$ cat src/rtl/fht_pkg.sv
// Shared definitions for the FHT unload path: default widths, point count, FSM states, bit reversal.
// Latency: n/a (package only).
// Backpressure: n/a (package only).
package fht_pkg;

  localparam int A_BIT_DEF = 8;
  localparam int D_BIT_DEF = 16;

  typedef enum logic [1:0] {
    ST_IDLE  = 2'd0,
    ST_RUN   = 2'd1,
    ST_DRAIN = 2'd2
  } fht_state_e;

  // Total number of result points spread over the four banks.
  function automatic int unsigned n_points(input int unsigned a_bit);
    return 32'd4 << a_bit;
  endfunction

  // Reverse the low w bits of v; the result is right-aligned and zero-extended.
  function automatic logic [31:0] bitrev(input logic [31:0] v, input int unsigned w);
    logic [31:0] r;
    r = {<<{v}};
    return r >> (32 - w);
  endfunction

endpackage

$ cat src/rtl/fht_unload_if.sv
// Handshake/bus bundle between fht_unload, the four result banks and the sample sink.
// Latency: n/a (wiring only).
// Backpressure: iREADY from the sink; oVALID/payload hold until accepted.
interface fht_unload_if
  import fht_pkg::*;
#(
  parameter int A_BIT = A_BIT_DEF,
  parameter int D_BIT = D_BIT_DEF
) ();

  logic               iSTART;
  logic [A_BIT-1:0]   oADDR_RD_0;
  logic [A_BIT-1:0]   oADDR_RD_1;
  logic [A_BIT-1:0]   oADDR_RD_2;
  logic [A_BIT-1:0]   oADDR_RD_3;
  logic [D_BIT-1:0]   iDATA_0;
  logic [D_BIT-1:0]   iDATA_1;
  logic [D_BIT-1:0]   iDATA_2;
  logic [D_BIT-1:0]   iDATA_3;
  logic [D_BIT-1:0]   oDATA;
  logic [A_BIT+1:0]   oIDX;
  logic               oVALID;
  logic               iREADY;
  logic               oLAST;
  logic               oBUSY;
  logic               oDONE;

  // Unload sequencer side.
  modport master (
    input  iSTART, iDATA_0, iDATA_1, iDATA_2, iDATA_3, iREADY,
    output oADDR_RD_0, oADDR_RD_1, oADDR_RD_2, oADDR_RD_3,
    output oDATA, oIDX, oVALID, oLAST, oBUSY, oDONE
  );

  // Controller / banks / sink side.
  modport slave (
    output iSTART, iDATA_0, iDATA_1, iDATA_2, iDATA_3, iREADY,
    input  oADDR_RD_0, oADDR_RD_1, oADDR_RD_2, oADDR_RD_3,
    input  oDATA, oIDX, oVALID, oLAST, oBUSY, oDONE
  );

endinterface

$ cat src/rtl/fht_unload_fifo.sv
// Two-entry output FIFO with occupancy count; head is always presented on dout.
// Latency: a push is visible at dout the cycle after it is written into an empty FIFO.
// Backpressure: none internally; the writer guarantees it never pushes into a full FIFO without a pop.
module fht_unload_fifo #(
  parameter int W = 27
) (
  input  logic         iCLK,
  input  logic         iRESET,
  input  logic         push,
  input  logic [W-1:0] din,
  input  logic         pop,
  output logic [W-1:0] dout,
  output logic [1:0]   count
);

  logic [W-1:0] mem_q [2];
  logic [W-1:0] mem_d [2];
  logic         wr_ptr_q, wr_ptr_d;
  logic         rd_ptr_q, rd_ptr_d;
  logic [1:0]   count_q, count_d;

  // Pointer, storage and occupancy update; simultaneous push and pop keep the count.
  always_comb begin
    mem_d    = mem_q;
    wr_ptr_d = wr_ptr_q;
    rd_ptr_d = rd_ptr_q;
    if (push) begin
      mem_d[wr_ptr_q] = din;
      wr_ptr_d        = ~wr_ptr_q;
    end
    if (pop) begin
      rd_ptr_d = ~rd_ptr_q;
    end
    count_d = count_q + 2'(push) - 2'(pop);
  end

  // State registers; storage is cleared so the head reads zero after reset.
  always_ff @(posedge iCLK or posedge iRESET) begin
    if (iRESET) begin
      mem_q[0] <= '0;
      mem_q[1] <= '0;
      wr_ptr_q <= 1'b0;
      rd_ptr_q <= 1'b0;
      count_q  <= 2'd0;
    end else begin
      mem_q    <= mem_d;
      wr_ptr_q <= wr_ptr_d;
      rd_ptr_q <= rd_ptr_d;
      count_q  <= count_d;
    end
  end

  assign dout  = mem_q[rd_ptr_q];
  assign count = count_q;

endmodule

$ cat src/rtl/fht_unload.sv
// Walks all 4*2^A_BIT FHT result points, reads the four banks and streams samples out (optional macro FHT_UNLOAD_BITREV_EN: bit-reversed order).
// Latency: start sampled at E0, first oVALID after E2; sustains one sample per clock with iREADY held high.
// Backpressure: reads are only issued while FIFO + in-flight - pop < 2, so the 2-entry FIFO never overflows and oVALID/payload hold while stalled.
module fht_unload
  import fht_pkg::*;
#(
  parameter int A_BIT = A_BIT_DEF,
  parameter int D_BIT = D_BIT_DEF
) (
  input  logic iCLK,
  input  logic iRESET,
  fht_unload_if.master bus
);

  localparam int KW = A_BIT + 2;
  localparam int FW = D_BIT + A_BIT + 3;
  localparam logic [KW-1:0] K_LAST = KW'(n_points(A_BIT) - 1);

  // Read counter k to point index p.
  function automatic logic [KW-1:0] map_pt(input logic [KW-1:0] k);
`ifdef FHT_UNLOAD_BITREV_EN
    return KW'(bitrev(32'(k), KW));
`else
    return k;
`endif
  endfunction

  fht_state_e       state_q, state_d;
  logic [KW-1:0]    k_q, k_d;
  logic [A_BIT-1:0] addr_q, addr_d;
  logic             done_q, done_d;
  logic             s1_vld_q, s1_vld_d;
  logic [KW-1:0]    s1_p_q, s1_p_d;
  logic             s1_last_q, s1_last_d;

  logic [KW-1:0]    k_inc;
  logic [KW-1:0]    p_cur;
  logic [2:0]       occ;
  logic             issue;
  logic [D_BIT-1:0] sel_data;
  logic [FW-1:0]    fifo_din;
  logic [FW-1:0]    fifo_dout;
  logic [1:0]       fifo_cnt;
  logic             fifo_pop;
  logic             out_vld;
  logic             head_last;
  logic [KW-1:0]    head_idx;
  logic [D_BIT-1:0] head_data;

  assign k_inc = k_q + KW'(1);
  assign p_cur = map_pt(k_q);

  // Output side of the FIFO: head unpacking and transfer detection.
  assign head_last = fifo_dout[FW-1];
  assign head_idx  = fifo_dout[FW-2 -: KW];
  assign head_data = fifo_dout[D_BIT-1:0];
  assign out_vld   = (fifo_cnt != 2'd0);
  assign fifo_pop  = out_vld & bus.iREADY;

  // Issue a read only if its sample is guaranteed a FIFO slot when it lands.
  always_comb begin
    occ   = {1'b0, fifo_cnt} + {2'b00, s1_vld_q} - {2'b00, fifo_pop};
    issue = (state_q == ST_RUN) && (occ < 3'd2);
  end

  // Pick the bank that served the read now returning, pack with its index.
  always_comb begin
    sel_data = bus.iDATA_0;
    case (s1_p_q[1:0])
      2'd0:    sel_data = bus.iDATA_0;
      2'd1:    sel_data = bus.iDATA_1;
      2'd2:    sel_data = bus.iDATA_2;
      default: sel_data = bus.iDATA_3;
    endcase
    fifo_din = {s1_last_q, s1_p_q, sel_data};
  end

  // Next-state, read counter and address generation; address holds unless a read is issued.
  always_comb begin
    state_d   = state_q;
    k_d       = k_q;
    addr_d    = addr_q;
    done_d    = 1'b0;
    s1_vld_d  = issue;
    s1_p_d    = p_cur;
    s1_last_d = (k_q == K_LAST);
    case (state_q)
      ST_IDLE: begin
        // The cycle carrying oDONE still reads as idle; a start there is dropped.
        if (bus.iSTART && !done_q) begin
          state_d = ST_RUN;
          k_d     = '0;
          addr_d  = '0;
        end
      end
      ST_RUN: begin
        if (issue) begin
          if (k_q == K_LAST) begin
            state_d = ST_DRAIN;
          end else begin
            k_d    = k_inc;
            addr_d = A_BIT'(map_pt(k_inc) >> 2);
          end
        end
      end
      ST_DRAIN: begin
        if (fifo_pop && head_last) begin
          state_d = ST_IDLE;
          done_d  = 1'b1;
        end
      end
      default: state_d = ST_IDLE;
    endcase
  end

  // Sequencer registers and the bank-select/index pipe stage that tracks the RAM.
  always_ff @(posedge iCLK or posedge iRESET) begin
    if (iRESET) begin
      state_q   <= ST_IDLE;
      k_q       <= '0;
      addr_q    <= '0;
      done_q    <= 1'b0;
      s1_vld_q  <= 1'b0;
      s1_p_q    <= '0;
      s1_last_q <= 1'b0;
    end else begin
      state_q   <= state_d;
      k_q       <= k_d;
      addr_q    <= addr_d;
      done_q    <= done_d;
      s1_vld_q  <= s1_vld_d;
      s1_p_q    <= s1_p_d;
      s1_last_q <= s1_last_d;
    end
  end

  fht_unload_fifo #(
    .W (FW)
  ) u_fifo (
    .iCLK   (iCLK),
    .iRESET (iRESET),
    .push   (s1_vld_q),
    .din    (fifo_din),
    .pop    (fifo_pop),
    .dout   (fifo_dout),
    .count  (fifo_cnt)
  );

  assign bus.oADDR_RD_0 = addr_q;
  assign bus.oADDR_RD_1 = addr_q;
  assign bus.oADDR_RD_2 = addr_q;
  assign bus.oADDR_RD_3 = addr_q;
  assign bus.oDATA      = head_data;
  assign bus.oIDX       = head_idx;
  assign bus.oVALID     = out_vld;
  assign bus.oLAST      = head_last & out_vld;
  assign bus.oBUSY      = (state_q != ST_IDLE);
  assign bus.oDONE      = done_q;

endmodule

$ cat src/flat_wrapper.sv
// flat-port wrapper written by rule: the top's interface ports become plain ports
module fht_unload_flat import fht_pkg::*;
#(
  parameter int A_BIT = A_BIT_DEF,
  parameter int D_BIT = D_BIT_DEF
)
  (iCLK, iRESET, bus_iSTART, bus_iDATA_0, bus_iDATA_1, bus_iDATA_2, bus_iDATA_3, bus_iREADY, bus_oADDR_RD_0, bus_oADDR_RD_1, bus_oADDR_RD_2, bus_oADDR_RD_3, bus_oDATA, bus_oIDX, bus_oVALID, bus_oLAST, bus_oBUSY, bus_oDONE);
  fht_unload_if #(.A_BIT(A_BIT), .D_BIT(D_BIT)) bus_i ();
  input  logic iCLK;
  input  logic iRESET;
  input wire logic [$bits(bus_i.iSTART)-1:0] bus_iSTART;
  input wire logic [$bits(bus_i.iDATA_0)-1:0] bus_iDATA_0;
  input wire logic [$bits(bus_i.iDATA_1)-1:0] bus_iDATA_1;
  input wire logic [$bits(bus_i.iDATA_2)-1:0] bus_iDATA_2;
  input wire logic [$bits(bus_i.iDATA_3)-1:0] bus_iDATA_3;
  input wire logic [$bits(bus_i.iREADY)-1:0] bus_iREADY;
  output wire logic [$bits(bus_i.oADDR_RD_0)-1:0] bus_oADDR_RD_0;
  output wire logic [$bits(bus_i.oADDR_RD_1)-1:0] bus_oADDR_RD_1;
  output wire logic [$bits(bus_i.oADDR_RD_2)-1:0] bus_oADDR_RD_2;
  output wire logic [$bits(bus_i.oADDR_RD_3)-1:0] bus_oADDR_RD_3;
  output wire logic [$bits(bus_i.oDATA)-1:0] bus_oDATA;
  output wire logic [$bits(bus_i.oIDX)-1:0] bus_oIDX;
  output wire logic [$bits(bus_i.oVALID)-1:0] bus_oVALID;
  output wire logic [$bits(bus_i.oLAST)-1:0] bus_oLAST;
  output wire logic [$bits(bus_i.oBUSY)-1:0] bus_oBUSY;
  output wire logic [$bits(bus_i.oDONE)-1:0] bus_oDONE;
  assign bus_i.iSTART = bus_iSTART;
  assign bus_i.iDATA_0 = bus_iDATA_0;
  assign bus_i.iDATA_1 = bus_iDATA_1;
  assign bus_i.iDATA_2 = bus_iDATA_2;
  assign bus_i.iDATA_3 = bus_iDATA_3;
  assign bus_i.iREADY = bus_iREADY;
  assign bus_oADDR_RD_0 = bus_i.oADDR_RD_0;
  assign bus_oADDR_RD_1 = bus_i.oADDR_RD_1;
  assign bus_oADDR_RD_2 = bus_i.oADDR_RD_2;
  assign bus_oADDR_RD_3 = bus_i.oADDR_RD_3;
  assign bus_oDATA = bus_i.oDATA;
  assign bus_oIDX = bus_i.oIDX;
  assign bus_oVALID = bus_i.oVALID;
  assign bus_oLAST = bus_i.oLAST;
  assign bus_oBUSY = bus_i.oBUSY;
  assign bus_oDONE = bus_i.oDONE;
  fht_unload #(.A_BIT(A_BIT), .D_BIT(D_BIT)) u_core (.iCLK(iCLK), .iRESET(iRESET), .bus(bus_i));
endmodule
$ cat config.mk
export PLATFORM = sky130hd
export DESIGN_NAME = fht_unload_flat
export DESIGN_NICKNAME = d
export VERILOG_FILES = /design/src/rtl/fht_pkg.sv /design/src/rtl/fht_unload_if.sv /design/src/rtl/fht_unload_fifo.sv /design/src/rtl/fht_unload.sv /design/src/flat_wrapper.sv
export SDC_FILE = /design/constraint.sdc
export NUM_CORES = 1
export LEC_CHECK = 0
export CELL_PAD_IN_SITES_DETAIL_PLACEMENT = 1
export CELL_PAD_IN_SITES_GLOBAL_PLACEMENT = 2
export CORE_AREA = 3 3 117 119
export DETAILED_ROUTE_END_ITERATION = 16
export DIE_AREA = 0 0 120 122
export PLACE_DENSITY_LB_ADDON = 0.1
export SLEW_MARGIN = 20
export SYNTH_ARGS = -nofsm -noshare
export SYNTH_HDL_FRONTEND = slang
export SYNTH_SLANG_ARGS = --single-unit
$ cat constraint.sdc
create_clock -name iCLK -period 8.4 [get_ports iCLK]
set_clock_uncertainty 0.2 [all_clocks]
set_input_delay 1.68 -clock iCLK [delete_from_list [all_inputs] [get_ports iCLK]]
set_output_delay 1.68 -clock iCLK [all_outputs]
set_load 0.1 [all_outputs]
==> impl_metrics.tcl <==
set metrics [dict create \
    synth-seq-area-share 0.481 \
    yosysTopAreaCell "dfrtp_1" \
    path_max_fanout 27 \
    layout_common_cells "clkdlybuf4s50_1 (129), dfrtp_1 (83), mux2_2 (79), mux4_1 (14), clkbuf_16 (9)" \
    nets 474 \
    rows 41 \
    maxCapViolations 0 \
    r2r_cells 11 \
    drtPass1Iterations 4 \
    final_common_cell "clkdlybuf4s50_1" \
    cts_resized 0 \
    routed_wirelength_mm 10.4 \
    cts_num_sinks 83 \
    ys_top_cells_by_area "dfrtp_1 (48%), mux2_2 (21%), mux4_1 (8.5%)" \
    path_clk_slew_ns 0.06 \
    worst_pin_slew_ns 1.01 \
    io-pin-count 130 \
    synth_warnings 0 \
    synth.cell_area_sq_um 4320 \
    r2r-start "u_core.u_fifo.count[1]$_DFF_PP0_" \
    cp.required_ns 6.52 \
    ys_ff_latch 83 \
    whs_endpoint "u_core.s1_p_q[1]$_DFF_PP0_" \
    drive_gt1_frac 0.268 \
    postCtsHoldBufs 0 \
    finalHoldViolCount 0 \
    synth_nets 379 \
    rrSetupSlack_ns 5.22 \
    startpoint_type "register" \
    antenna_found_initial 0 \
    start_util 0.341 \
    core_area_sq_um 12700 \
    critPathKind "register to primary output" \
    synth-edff-count 0 \
    rsz0062_at_grt "false" \
    drt_iter0_drc 66 \
    worstHoldPathType "register to register" \
    fin_crit_ns 4.45 \
    synth_cells 307 \
    drc_errors 0 \
    numCtsBuffers 9 \
    fill_cells 1318 \
    insertion_delay_ns 0.33 \
    cts-root-buf "clkbuf_16" \
    outcome "finished clean" \
    hp-start "u_core.k_q[1]$_DFFE_PP0P_" \
    dp_hpwl_mm 7.07 \
    syn_area_per_cell_sq_um 14.1 \
    cp.arrival_ns 2.57 \
    htree_levels 3 \
    cts_tree "yes" \
    grt_pass1_wl_mm 16.9 \
    overflow 0 \
    n_antenna_cell 0 \
    cp-end-kind "primary output" \
    syn_to_final_growth_pct 33.8 \
    dieArea_sq_um 14600 \
    ys.flop_type "dfrtp_1" \
    ys_types 48 \
    setup_tns_ns 0 \
    fmax_ghz 0.225 \
    grt_start_max_net_pins 84 \
    ys_async_sr_fraction 1.00 \
    whs_path_depth 0 \
    port_buffers 129 \
    synth_top_area_frac 0.481 \
    chipWidth_microns 120 \
    cts_setup_buffers 0 \
    min_period_over_period 0.529 \
    place_congestion 0.734 \
    grt_pass1_vias 3227 \
    vias_per_cell 4.89 \
    grt_usage 0.148 \
    slew_headroom 0.324 \
    dr_total_vias 2831 \
    cts_max_path_buffers 2 \
    finalSetupViolCount 0 \
    timing.rr.end "u_core.k_q[1]$_DFFE_PP0P_" \
    report.final.slew_viol_count 0 \
    drtAntennaViolNets 0 \
    die_height_microns 122 \
    post_drt_wl_per_cell_microns 18.0 \
]
[metrics by stage]
step	hold WS, ns	instance area, sq um	std cells	setup slack (ns)	util
after global routing	0.264	5780	579	3.83	0.456
final	0.244	5780	579	3.95	0.456
after detailed placement	0.226	5480	563	3.77	0.433
after CTS	0.243	5780	579	3.91	0.456
after global placement	0.217	5480	563	3.83	0.433
after floorplan	0.191	4320	307	4.38	-
[layout make-up]
cell class | instances | area, sq um | area share
multi-input combinational | 168 | 1840 | 0.319
tap | 172 | 215 | 0.0372
inverter | 9 | 40.0 | 0.00693
sequential | 83 | 2080 | 0.359
clock buffer | 11 | 243 | 0.0420
timing repair buffer | 131 | 1310 | 0.227
clock inverter | 5 | 52.6 | 0.00909
[how the worst max path moves through the flow]
stage,from,end,slack [ns],depth (start not counted)
after global routing,u_core.u_fifo.rd_ptr_q$_DFFE_PP0P_,bus_oLAST,3.83,4
after global placement,bus_iREADY,u_core.k_q[1]$_DFFE_PP0P_,3.83,10
after CTS,u_core.u_fifo.rd_ptr_q$_DFFE_PP0P_,bus_oLAST,3.91,4
after detailed placement,bus_iREADY,u_core.k_q[1]$_DFFE_PP0P_,3.77,10
after floorplan,iRESET,u_core.bus.oADDR_RD_0[0]$_DFFE_PP0P_,4.38,1
final,u_core.u_fifo.rd_ptr_q$_DFFE_PP0P_,bus_oLAST,3.95,4
[worst max-delay path: stages, from the launching register on]
cell and delay [ns]:
dfrtp_1 0.36, buf_4 0.40, mux2i_1 0.21, nor2_1 0.12, clkdlybuf4s50_1 1.14
[Yosys cell counts (2+ instances only)]
library cell and count:
nor3_1 2, buf_2 6, buf_4 34, nand2_1 6
mux4_2 2, nor2_1 5, a31oi_1 2, nand2_2 2
o22ai_1 2, xnor2_1 2, mux4_1 14, or3_1 2
nand2b_1 2, a41oi_1 2, mux2_2 79, clkbuf_8 3
nand3_1 3, o21ai_0 7, dfrtp_1 83, ha_1 3
and2_1 2, inv_1 8, and3_1 3, buf_6 2
o31ai_1 8
[registers in the layout (all words and copies together), names as in the netlist]
signal / count
u_core.bus.oADDR_RD_0: 7
u_core.bus.oDONE: 1
u_core.k_q: 3
u_core.s1_last_q: 1
u_core.s1_p_q: 10
u_core.s1_vld_q: 1
u_core.state_q: 2
u_core.u_fifo.count: 2
u_core.u_fifo.mem_q: 54
u_core.u_fifo.rd_ptr_q: 1
u_core.u_fifo.wr_ptr_q: 1
[kinds of logic after synthesis]
logic type / share of synthesized area
muxes: 0.307
DFF: 0.481
buffers and inverters: 0.0941
and+or+nand+nor: 0.0533
AOI/OAI and AO/OA: 0.0452
adders and majority gates: 0.0133
xor gates and xnor gates: 0.00608
[routing by layer]
| metal | up-vias | GRT usage | share of wire |
|---|---|---|---|
| met2 | 73 | 0.251 | 0.50 |
| li1 | 1294 | - | - |
| met3 | 13 | 0.0409 | 0.051 |
| met1 | 1451 | 0.180 | 0.43 |
| met5 | - | 0 | 0 |
| met4 | 0 | 0.0573 | 0.020 |
Power is not shown: default switching activity piles up to over one toggle a cycle in this logic, so the estimate is an artifact.
